## src/rtl/key_conditioner_pkg.sv

```systemverilog
// key_conditioner_pkg
//   Shared constants and types for the key conditioning stage and the
//   controller that consumes its outputs.
//   - NoteKeyBits / LengthKeyBits : bus widths shared with the controller
//   - Btn*                        : push-button bit indices
//   - DefCyclesPerMs              : default 1 ms tick divisor (100 MHz clock)
//   - rep_state_e                 : auto-repeat FSM states
package key_conditioner_pkg;

   localparam int unsigned NoteKeyBits    = 7;
   localparam int unsigned LengthKeyBits  = 7;
   localparam int unsigned BtnBits        = 4;

   localparam int unsigned BtnSubmit      = 0;
   localparam int unsigned BtnCancel      = 1;
   localparam int unsigned BtnOctUp       = 2;
   localparam int unsigned BtnOctDown     = 3;

   localparam int unsigned DefCyclesPerMs = 100000;

   typedef enum logic [1:0] {
      StIdle,
      StHold,
      StRepeat
   } rep_state_e;

endpackage

```

## src/rtl/key_conditioner_debounce_cell.sv

```systemverilog
// key_conditioner_debounce_cell
//   One raw input bit: 2-FF synchroniser followed by a tick-driven debounce
//   counter. A new level is accepted on the DEBOUNCE_MS-th tick of an
//   uninterrupted mismatch; any return to the stable level clears progress.
//   Ports:
//     clk_i    : system clock
//     rst_ni   : asynchronous active-low reset
//     raw_i    : raw, asynchronous input bit
//     tick_i   : one-cycle 1 ms strobe
//     stable_o : debounced level
module key_conditioner_debounce_cell #(
   parameter int unsigned DEBOUNCE_MS = 20
) (
   input  logic clk_i,
   input  logic rst_ni,
   input  logic raw_i,
   input  logic tick_i,
   output logic stable_o
);

   localparam int unsigned CntW = $clog2(DEBOUNCE_MS + 1);

   logic            sync1_q, sync2_q;
   logic            stable_q, stable_d;
   logic [CntW-1:0] cnt_q, cnt_d;

   always_comb begin
      stable_d = stable_q;
      cnt_d    = cnt_q;
      if (sync2_q == stable_q) begin
         cnt_d = '0;
      end else if (tick_i) begin
         if (32'(cnt_q) + 32'd1 == DEBOUNCE_MS) begin
            stable_d = sync2_q;
            cnt_d    = '0;
         end else begin
            cnt_d = cnt_q + CntW'(1);
         end
      end
   end

   always_ff @(posedge clk_i or negedge rst_ni) begin
      if (!rst_ni) begin
         sync1_q  <= 1'b0;
         sync2_q  <= 1'b0;
         stable_q <= 1'b0;
         cnt_q    <= '0;
      end else begin
         sync1_q  <= raw_i;
         sync2_q  <= sync1_q;
         stable_q <= stable_d;
         cnt_q    <= cnt_d;
      end
   end

   assign stable_o = stable_q;

endmodule

```

## src/rtl/key_conditioner.sv

```systemverilog
// key_conditioner
//   Synchronises and debounces note keys, length switches and push-buttons,
//   then presents clean levels, a one-hot note, and press pulses with
//   auto-repeat on the two octave buttons.
//   Ports:
//     clk_i         : system clock
//     rst_ni        : asynchronous active-low reset
//     raw_note_i    : raw note switches, active high
//     raw_length_i  : raw length switches, active high
//     raw_btn_i     : raw push-buttons (submit, cancel, oct_up, oct_down)
//     note_key_o    : one-hot lowest pressed debounced note, or zero
//     note_multi_o  : more than one debounced note pressed
//     note_change_o : one-cycle pulse when note_key_o changes
//     length_key_o  : debounced length switch levels
//     btn_level_o   : debounced button levels
//     btn_pulse_o   : one-cycle press pulses, auto-repeat on octave buttons
module key_conditioner
   import key_conditioner_pkg::*;
#(
   parameter int unsigned NOTE_KEY_BITS   = NoteKeyBits,
   parameter int unsigned BTN_BITS        = BtnBits,
   parameter int unsigned CYCLES_PER_MS   = DefCyclesPerMs,
   parameter int unsigned DEBOUNCE_MS     = 20,
   parameter int unsigned REPEAT_DELAY_MS = 500,
   parameter int unsigned REPEAT_RATE_MS  = 150
) (
   input  logic                     clk_i,
   input  logic                     rst_ni,
   input  logic [NOTE_KEY_BITS-1:0] raw_note_i,
   input  logic [NOTE_KEY_BITS-1:0] raw_length_i,
   input  logic [BTN_BITS-1:0]      raw_btn_i,
   output logic [NOTE_KEY_BITS-1:0] note_key_o,
   output logic                     note_multi_o,
   output logic                     note_change_o,
   output logic [NOTE_KEY_BITS-1:0] length_key_o,
   output logic [BTN_BITS-1:0]      btn_level_o,
   output logic [BTN_BITS-1:0]      btn_pulse_o
);

   localparam int unsigned NumCells = 2 * NOTE_KEY_BITS + BTN_BITS;
   localparam int unsigned TickW    = (CYCLES_PER_MS > 1) ? $clog2(CYCLES_PER_MS) : 1;
   localparam int unsigned RepMax   = (REPEAT_DELAY_MS > REPEAT_RATE_MS) ?
                                      REPEAT_DELAY_MS : REPEAT_RATE_MS;
   localparam int unsigned RepW     = $clog2(RepMax + 1);
   localparam int unsigned NumRep   = 2;

   // ---------------------------------------------------------------------
   // 1 ms tick
   // ---------------------------------------------------------------------
   logic [TickW-1:0] tick_cnt_q, tick_cnt_d;
   logic             tick;

   assign tick       = (tick_cnt_q == TickW'(CYCLES_PER_MS - 1));
   assign tick_cnt_d = tick ? '0 : tick_cnt_q + TickW'(1);

   always_ff @(posedge clk_i or negedge rst_ni) begin
      if (!rst_ni) begin
         tick_cnt_q <= '0;
      end else begin
         tick_cnt_q <= tick_cnt_d;
      end
   end

   // ---------------------------------------------------------------------
   // Per-bit synchronise + debounce
   // ---------------------------------------------------------------------
   logic [NumCells-1:0]      raw_all;
   logic [NumCells-1:0]      stable_all;
   logic [NOTE_KEY_BITS-1:0] stable_note;
   logic [NOTE_KEY_BITS-1:0] stable_length;
   logic [BTN_BITS-1:0]      stable_btn;

   assign raw_all = {raw_btn_i, raw_length_i, raw_note_i};

   for (genvar gi = 0; gi < NumCells; gi++) begin : g_cell
      key_conditioner_debounce_cell #(
         .DEBOUNCE_MS (DEBOUNCE_MS)
      ) u_cell (
         .clk_i    (clk_i),
         .rst_ni   (rst_ni),
         .raw_i    (raw_all[gi]),
         .tick_i   (tick),
         .stable_o (stable_all[gi])
      );
   end

   assign stable_note   = stable_all[NOTE_KEY_BITS-1:0];
   assign stable_length = stable_all[2*NOTE_KEY_BITS-1:NOTE_KEY_BITS];
   assign stable_btn    = stable_all[NumCells-1:2*NOTE_KEY_BITS];

   // ---------------------------------------------------------------------
   // Note priority encode (lowest index wins) and multi-press detect
   // ---------------------------------------------------------------------
   logic [NOTE_KEY_BITS-1:0] note_key_q, note_key_d;
   logic                     note_multi_q, note_multi_d;
   logic                     note_change_q, note_change_d;
   logic [NOTE_KEY_BITS-1:0] length_key_q;

   always_comb begin
      int unsigned ones;
      logic        found;
      ones       = 0;
      found      = 1'b0;
      note_key_d = '0;
      for (int i = 0; i < int'(NOTE_KEY_BITS); i++) begin
         if (stable_note[i]) begin
            ones = ones + 1;
            if (!found) begin
               note_key_d[i] = 1'b1;
               found         = 1'b1;
            end
         end
      end
      note_multi_d  = (ones > 1);
      note_change_d = (note_key_d != note_key_q);
   end

   // ---------------------------------------------------------------------
   // Auto-repeat FSMs for oct_up / oct_down (index r -> button BtnOctUp + r)
   // ---------------------------------------------------------------------
   rep_state_e      rep_state_q [NumRep];
   rep_state_e      rep_state_d [NumRep];
   logic [RepW-1:0] rep_cnt_q   [NumRep];
   logic [RepW-1:0] rep_cnt_d   [NumRep];
   logic [NumRep-1:0] rep_fire;
   logic [BTN_BITS-1:0] btn_level_q;
   logic [BTN_BITS-1:0] btn_pulse_q, btn_pulse_d;

   always_comb begin
      for (int r = 0; r < int'(NumRep); r++) begin
         rep_state_d[r] = rep_state_q[r];
         rep_cnt_d[r]   = rep_cnt_q[r];
         rep_fire[r]    = 1'b0;
         if (!btn_level_q[int'(BtnOctUp) + r]) begin
            rep_state_d[r] = StIdle;
            rep_cnt_d[r]   = '0;
         end else begin
            unique case (rep_state_q[r])
               StIdle: begin
                  rep_state_d[r] = StHold;
                  rep_cnt_d[r]   = '0;
               end
               StHold: begin
                  if (tick) begin
                     if (32'(rep_cnt_q[r]) + 32'd1 == REPEAT_DELAY_MS) begin
                        rep_fire[r]    = 1'b1;
                        rep_cnt_d[r]   = '0;
                        rep_state_d[r] = StRepeat;
                     end else begin
                        rep_cnt_d[r] = rep_cnt_q[r] + RepW'(1);
                     end
                  end
               end
               StRepeat: begin
                  if (tick) begin
                     if (32'(rep_cnt_q[r]) + 32'd1 == REPEAT_RATE_MS) begin
                        rep_fire[r]  = 1'b1;
                        rep_cnt_d[r] = '0;
                     end else begin
                        rep_cnt_d[r] = rep_cnt_q[r] + RepW'(1);
                     end
                  end
               end
               default: begin
                  rep_state_d[r] = StIdle;
                  rep_cnt_d[r]   = '0;
               end
            endcase
         end
      end
   end

   // Press pulses coincide with the rising edge of btn_level; repeat pulses
   // come from the FSMs, which cannot fire until at least one tick later.
   always_comb begin
      btn_pulse_d = stable_btn & ~btn_level_q;
      for (int r = 0; r < int'(NumRep); r++) begin
         btn_pulse_d[int'(BtnOctUp) + r] = btn_pulse_d[int'(BtnOctUp) + r] | rep_fire[r];
      end
   end

   always_ff @(posedge clk_i or negedge rst_ni) begin
      if (!rst_ni) begin
         note_key_q    <= '0;
         note_multi_q  <= 1'b0;
         note_change_q <= 1'b0;
         length_key_q  <= '0;
         btn_level_q   <= '0;
         btn_pulse_q   <= '0;
         for (int r = 0; r < int'(NumRep); r++) begin
            rep_state_q[r] <= StIdle;
            rep_cnt_q[r]   <= '0;
         end
      end else begin
         note_key_q    <= note_key_d;
         note_multi_q  <= note_multi_d;
         note_change_q <= note_change_d;
         length_key_q  <= stable_length;
         btn_level_q   <= stable_btn;
         btn_pulse_q   <= btn_pulse_d;
         for (int r = 0; r < int'(NumRep); r++) begin
            rep_state_q[r] <= rep_state_d[r];
            rep_cnt_q[r]   <= rep_cnt_d[r];
         end
      end
   end

   assign note_key_o    = note_key_q;
   assign note_multi_o  = note_multi_q;
   assign note_change_o = note_change_q;
   assign length_key_o  = length_key_q;
   assign btn_level_o   = btn_level_q;
   assign btn_pulse_o   = btn_pulse_q;

endmodule

```

## config.mk

```make
export PLATFORM = sky130hd
export DESIGN_NAME = key_conditioner
export DESIGN_NICKNAME = d
export VERILOG_FILES = /design/src/rtl/key_conditioner_pkg.sv /design/src/rtl/key_conditioner_debounce_cell.sv /design/src/rtl/key_conditioner.sv
export SDC_FILE = /design/constraint.sdc
export NUM_CORES = 1
export LEC_CHECK = 0
export BUFFER_PORTS_ARGS = -buffer_cell sky130_fd_sc_hd__clkbuf_2
export CAP_MARGIN = 20
export CORE_ASPECT_RATIO = 1.4
export CORE_MARGIN = 2
export CORE_UTILIZATION = 50
export DETAILED_ROUTE_END_ITERATION = 8
export PLACE_DENSITY = 0.72
export SLEW_MARGIN = 20
export SYNTH_ARGS = -nofsm -noshare
export SYNTH_HDL_FRONTEND = slang
export SYNTH_SLANG_ARGS = --single-unit
```

## constraint.sdc

```tcl
create_clock -name clk_i -period 6.1 [get_ports clk_i]
set_input_delay 0.61 -clock clk_i [delete_from_list [all_inputs] [get_ports clk_i]]
set_output_delay 0.61 -clock clk_i [all_outputs]
set_load 0.01 [all_outputs]
```

After elaboration in Yosys (flattened, before gate mapping):

Index checks and enable logic that the tools add are counted.

* bits in registers: 207
* bits in latches: 0
* memory bits (writable): 0
* bits in read-only memories: 0
* input bits: 20
* output and inout bits: 24
* memories: 0

* add/sub/neg operators: 47
* multipliers: 0
* divide/modulo/power cells: 0
* magnitude comparators: 1
* equality and inequality tests: 54
* shifts and indexed selects: 0
* mux-type cells: 112
* bitwise operators: 22
* reduce and logical (&&, ||, !) cells: 42

Operators with widths (number)
* 32-bit by 5-bit == test with 1-bit output (second input constant): 18
* 5-bit two-way mux: 54
* 32-bit by 1-bit adder with 32-bit output (second input constant): 6
* 32-bit two-way mux: 6
* 5-bit by 1-bit adder with 6-bit output (second input constant): 18
* 5-bit by 1-bit adder with 5-bit output (second input constant): 18
* 9-bit two-way mux: 10
* 32-bit by 9-bit == test with 1-bit output (second input constant): 2
* 3-bit AND reduction: 20
* 9-bit one-hot mux with 2 select lines: 2
* 2-bit nonzero test: 18
* 32-bit by 1-bit greater-than comparator with 1-bit output (second input constant): 1
* 1-bit two-way mux: 29
* 9-bit by 1-bit adder with 10-bit output (second input constant): 2
* 10-bit by 8-bit == test with 1-bit output (second input constant): 2
* 9-bit by 1-bit adder with 9-bit output (second input constant): 2
* 1-bit == test: 18
* 3-bit != test (second input constant): 6
* 1-bit NOT: 18
* 17-bit by 1-bit adder with 17-bit output (second input constant): 1
* 17-bit == test (second input constant): 1
* 17-bit two-way mux: 1
* 2-bit two-way mux: 6
* 2-bit one-hot mux with 3 select lines: 2
* 10 further kinds: 17

Longest topological paths before layout:

* depth in word-level cells: 14
* depth in mapped cells: 17

Modules after synthesis:

From an unflattened synthesis, not the netlist that was laid out.

* cells, all modules: 918
* area, all modules: 10199.8 µm²

Modules (own cells, without submodules)
* key_conditioner_debounce_cell: instances 18, cells an instance 31, area each 367.9 µm², seq. area each 200.2 µm²
* key_conditioner: instances 1, cells an instance 360, area each 3578.4 µm², seq. area each 1576.5 µm²

Worst setup path after synthesis:

Ideal clock, no wire load.

* path kind: reg-to-reg
* start: reg g_cell[0].u_cell.stable_q
* end: reg note_multi_q, in the netlist note_multi_o
* setup time: 134 ps
* arrival time: 3119 ps
* path slack: 2847 ps
* cell stages (with the launch flop): 18
* path buffers: 0
* period minus slack after synthesis: 3253 ps
* cells stage by stage: dfrtp_1 inv_1 ha_1 nand2b_1 mux2i_1 nor2_1 ha_1 nand2_1 o31ai_1 ha_1 mux2i_1 inv_1 ha_1 nand2_1 xnor2_1 o32a_1 o21ai_0 o211ai_1

* word-level cells in the longest chain between the ends: 14

RTL lines
* from (decl): line key_conditioner_debounce_cell.sv:24 `logic stable_q, stable_d;`
* from (signal assigned): line key_conditioner_debounce_cell.sv:51 `stable_q <= stable_d;`
* 1-bit two-way mux (*): line key_conditioner.sv:106 `if (stable_note[i]) begin`
* 32-bit by 1-bit adder with 32-bit output: line key_conditioner.sv:107 `ones = ones + 1;`
* 32-bit two-way mux (*): line key_conditioner.sv:106
* 32-bit by 1-bit adder with 32-bit output: line key_conditioner.sv:107
* 32-bit two-way mux (*): line key_conditioner.sv:106
* 32-bit by 1-bit adder with 32-bit output: line key_conditioner.sv:107
* 32-bit two-way mux (*): line key_conditioner.sv:106
* 32-bit by 1-bit adder with 32-bit output: line key_conditioner.sv:107
* 32-bit two-way mux (*): line key_conditioner.sv:106
* 32-bit by 1-bit adder with 32-bit output: line key_conditioner.sv:107
* 32-bit two-way mux (*): line key_conditioner.sv:106
* 32-bit by 1-bit adder with 32-bit output: line key_conditioner.sv:107
* 32-bit two-way mux (*): line key_conditioner.sv:106
* 32-bit by 1-bit greater-than comparator with 1-bit output (*): line key_conditioner.sv:114 `note_multi_d = (ones > 1);`
* via note_multi_d: line key_conditioner.sv:95 `logic note_multi_q, note_multi_d;`
* to (signal assigned): line key_conditioner.sv:196 `note_multi_q <= note_multi_d;`
* to (decl): line key_conditioner.sv:95

Mark *: on every way through the listed nets, which the timed path passes. The rest lies on a longest branch.
A chain may end at the register's enable or synchronous reset.

Worst setup path after layout:

Same ends and word-level chain as after synthesis.

==> results.toml <==
[status]
status = "finished, final reports clean"

[routing]
drtPass1Iterations = 4
drtIter0Drc = 366
met1_length_um = 7870
topRoutingLayerUsed = "met4"
met3_wirelength_um = 623
ant_nets = 0
vias_per_cell = 5.56
route.detailed.drc = 0
wirelength_um = 18200
wl_per_cell_um = 13.7
wl_met2_um = 9400
vias = 7366

[place]
place_inst = 1285
place_congestion = 0.819
placed_area_mm2 = 0.0106
portBuffers = 43
dpl.hpwl_um = 11800

[global_route]
grt_usage = 0.171
grt_pass1_wl_um = 31800
antenna_found_initial = 0
grt-ovfl-total = 0
grt_max_degree = 91
grt_pass1_vias = 7222

[die]
core_mm2 = 0.0198
die-area_mm2 = 0.0214
ios = 44
rows = 61
die_h_um = 172
start_util = 0.511
die_x_um = 124

[min_path]
hold_path.class = "in -> async"

[sta]
fin_crit_ns = 3.66
setup_viol = 0
hold_viol = 0
finClkSkew_ns = 0.0134
max_freq_mhz = 273
max_slew_margin = 0.357
tns_ns = 0
slew_violations = 0
worstMarginPinSlew_ns = 0.964
fin_crit_sh = 0.600
holdWs_ns = 0.147
rsz0062_at_grt = "no"

[logic_synthesis]
synth_cells = 1011
synthFlopType = "dfrtp_1"
synth.avg_cell_area_um2 = 10.0
syn-num-nets = 1082
synth_warnings = 0
ys_seq_elements = 207
yosysTopAreaCellShare = 0.511
synth-edff-count = 0
ys_seq_area_frac = 0.511
yosys.area.top_type = "dfrtp_1"
synthDistinctLibCells = 60
synth_top_family_by_area = "simple AND/OR/NAND/NOR gates"
netlist_top_cells_area = "dfrtp_1 51%, ha_1 6.3%, nand2_1 5.1%"
synth-simple-area-share = 0.199
synth-async-reset-ratio = 1.00
yosys-mux-area-fraction = 0.0260
netlist_area_mm2 = 0.0101
synth_compound_area_frac = 0.125
synth-adder-area-share = 0.0629
synthXorXnorAreaFrac = 0.0594

[power_and_ir_drop]
sw_frac_of_total = 0.207
pwr_density_cell_mw_per_mm2 = 246
ir_drop_v = 0.000267
p_sw_uw = 581
p_leak_uw = 0.00517
pwr-share-seq = 0.497
internal_power_uw = 2220
p_comb_frac = 0.016
power_frac_clock = 0.487

[cts]
hold_buffers = 0
cts-root-buf = "clkbuf_16"
clk_pin_slew_ns = 0.06
ctsResizeCount = 0
cts_tree = "done"
htreeDepth = 1
clock_path_buffers = 3
clkSinkCount = 207
postCtsSetupRepairBufs = 0
clock_latency_ns = 0.50
numCtsBuffers = 22

[critical_path]
reg2reg_to = "note_multi_o$_DFF_PN0_"
crit-reg2reg-launch = "g_cell[0].u_cell.stable_o$_DFFE_PN0P_"
r2r_slack_ns = 2.44
worstSetupEndpointType = "flop"
critPathKind = "reg -> reg"
required_ns = 6.47
crit_fanout = 7
reg2reg_depth = 17
arrival_ns = 4.03
startpoint_type = "flop"

[finish]
final_nets = 1128
antenna_cells = 0
post_layout_nonfiller_instances = 1324
stdcell_area_mm2 = 0.0114
syn_to_final_growth_pct = 12.1
drive_gt1_frac = 0.110

[flow_run]
cap_violations = 0
[registers in the layout, summed over array words and instances, names as in the netlist]
signal and cells:
g_cell.u_cell.cnt_q 90, g_cell.u_cell.sync2_q 18, rep_state_q 4, rep_cnt_q 18, btn_pulse_o 4, note_multi_o 1
btn_level_o 4, g_cell.u_cell.stable_o 18, tick_cnt_q 17, length_key_o 7, note_key_o 7, g_cell.u_cell.sync1_q 18
note_change_o 1
[synthesized netlist by cell type, types with 4 or more instances]
| cell | number |
|---|---|
| a211oi_1 | 5 |
| a21o_1 | 5 |
| a21oi_1 | 75 |
| a22oi_1 | 8 |
| a311oi_1 | 10 |
| a31o_2 | 10 |
| a41oi_1 | 13 |
| and2_1 | 12 |
| and4_1 | 5 |
| clkbuf_1 | 23 |
| dfrtp_1 | 207 |
| ha_1 | 51 |
| inv_1 | 18 |
| mux2_2 | 19 |
| mux2i_1 | 5 |
| nand2_1 | 137 |
| nand2b_1 | 9 |
| nand3_1 | 24 |
| nand4_1 | 18 |
| nor2_1 | 94 |
| nor2b_1 | 36 |
| nor3_1 | 50 |
| nor3b_1 | 10 |
| o21ai_0 | 41 |
| o21bai_1 | 4 |
| or3_1 | 5 |
| xnor2_1 | 43 |
| xor2_1 | 23 |
[how the worst max path moves through the flow]
| stage | start | end | slack, ns | depth (start not counted) |
|---|---|---|---|---|
| CTS | g_cell[0].u_cell.stable_o$_DFFE_PN0P_ | note_multi_o$_DFF_PN0_ | 2.44 | 17 |
| floorplan | g_cell[0].u_cell.stable_o$_DFFE_PN0P_ | note_multi_o$_DFF_PN0_ | 2.85 | 17 |
| detailed placement | g_cell[0].u_cell.stable_o$_DFFE_PN0P_ | note_multi_o$_DFF_PN0_ | 2.44 | 17 |
| global route | g_cell[0].u_cell.stable_o$_DFFE_PN0P_ | note_multi_o$_DFF_PN0_ | 2.05 | 17 |
| global placement | g_cell[0].u_cell.stable_o$_DFFE_PN0P_ | note_multi_o$_DFF_PN0_ | 2.58 | 17 |
| finish | g_cell[0].u_cell.stable_o$_DFFE_PN0P_ | note_multi_o$_DFF_PN0_ | 2.44 | 17 |
[power groups by stage]
stage | Clock, uW | Sequential (uW) | Combinational [uW]
finish | 1360 | 1390 | 45.3
global route | 1450 | 1390 | 53.9
CTS | 1400 | 1390 | 48.6
detailed placement | 0 | 1420 | 48.5
global placement | 0 | 1420 | 48.3
floorplan | 0 | 1410 | 9.94
[critical path: stages, from the launching register on]
cell,delay [ns]
dfrtp_1,0.48
inv_1,0.12
ha_1,0.39
nand2b_1,0.19
mux2i_1,0.31
nor2_1,0.10
ha_1,0.30
nand2_1,0.07
o31ai_1,0.10
ha_1,0.31
mux2i_1,0.25
inv_1,0.09
ha_1,0.22
nand2_1,0.10
xnor2_1,0.08
o32a_1,0.18
o21ai_0,0.15
o211ai_1,0.10
[layout by cell type (no fill, tap or decap), types with 8 or more instances in the layout]
| cell type | synthesis | routed |
|---|---|---|
| nor3_1 | 50 | 50 |
| inv_1 | 18 | 18 |
| a22oi_1 | 8 | 8 |
| xnor2_1 | 43 | 43 |
| a311oi_1 | 10 | 10 |
| a21oi_1 | 75 | 75 |
| and2_1 | 12 | 11 |
| nand3_1 | 24 | 24 |
| ha_1 | 51 | 51 |
| a31o_2 | 10 | 10 |
| nor3b_1 | 10 | 10 |
| dfrtp_1 | 207 | 207 |
| o21ai_0 | 41 | 41 |
| clkbuf_2 | 0 | 42 |
| nand4_1 | 18 | 18 |
| xor2_1 | 23 | 23 |
| nand2_1 | 137 | 136 |
| clkbuf_16 | 0 | 23 |
| nand2b_1 | 9 | 9 |
| nor2b_1 | 36 | 36 |
| a41oi_1 | 13 | 13 |
| mux2_2 | 19 | 19 |
| nor2_1 | 94 | 94 |
[through the flow]
step / setup WS [ns] / utilization / power [uW]
4_1_cts: 2.44 / 0.573 / 2840
6_report: 2.44 / 0.573 / 2800
3_3_place_gp: 2.58 / 0.535 / 1460
5_1_grt: 2.05 / 0.573 / 2900
2_1_floorplan: 2.85 / - / 1420
3_5_place_dp: 2.44 / 0.535 / 1470
[final cells by class]
cell class                 instances  area [um2]
clock buffer                      31         646
clock inverter                     8         100
fill                            1741        8480
inverter                          18        67.6
multi-input combinational        760        4790
sequential                       207        5180
tap                              252         315
timing repair buffer              48         262
[per-layer routing]
layer,vias up,global-route usage
li1,3640,-
met1,3607,0.207
met2,95,0.319
met3,24,0.0248
met4,0,0.0498
met5,-,0
[cell families (layout without fill, tap and decap cells)]
group                    after synthesis  count (layout)
adder cells (fa/ha/maj)               51              51
multiplexers                          24              24
AO/OA/AOI/OAI                        199             199
XOR/XNOR                              67              67
buffers and inverters                 44             105
flip-flops                           207             207
AND/OR/NAND/NOR                      419             419
(Power assumes the default switching activity.)
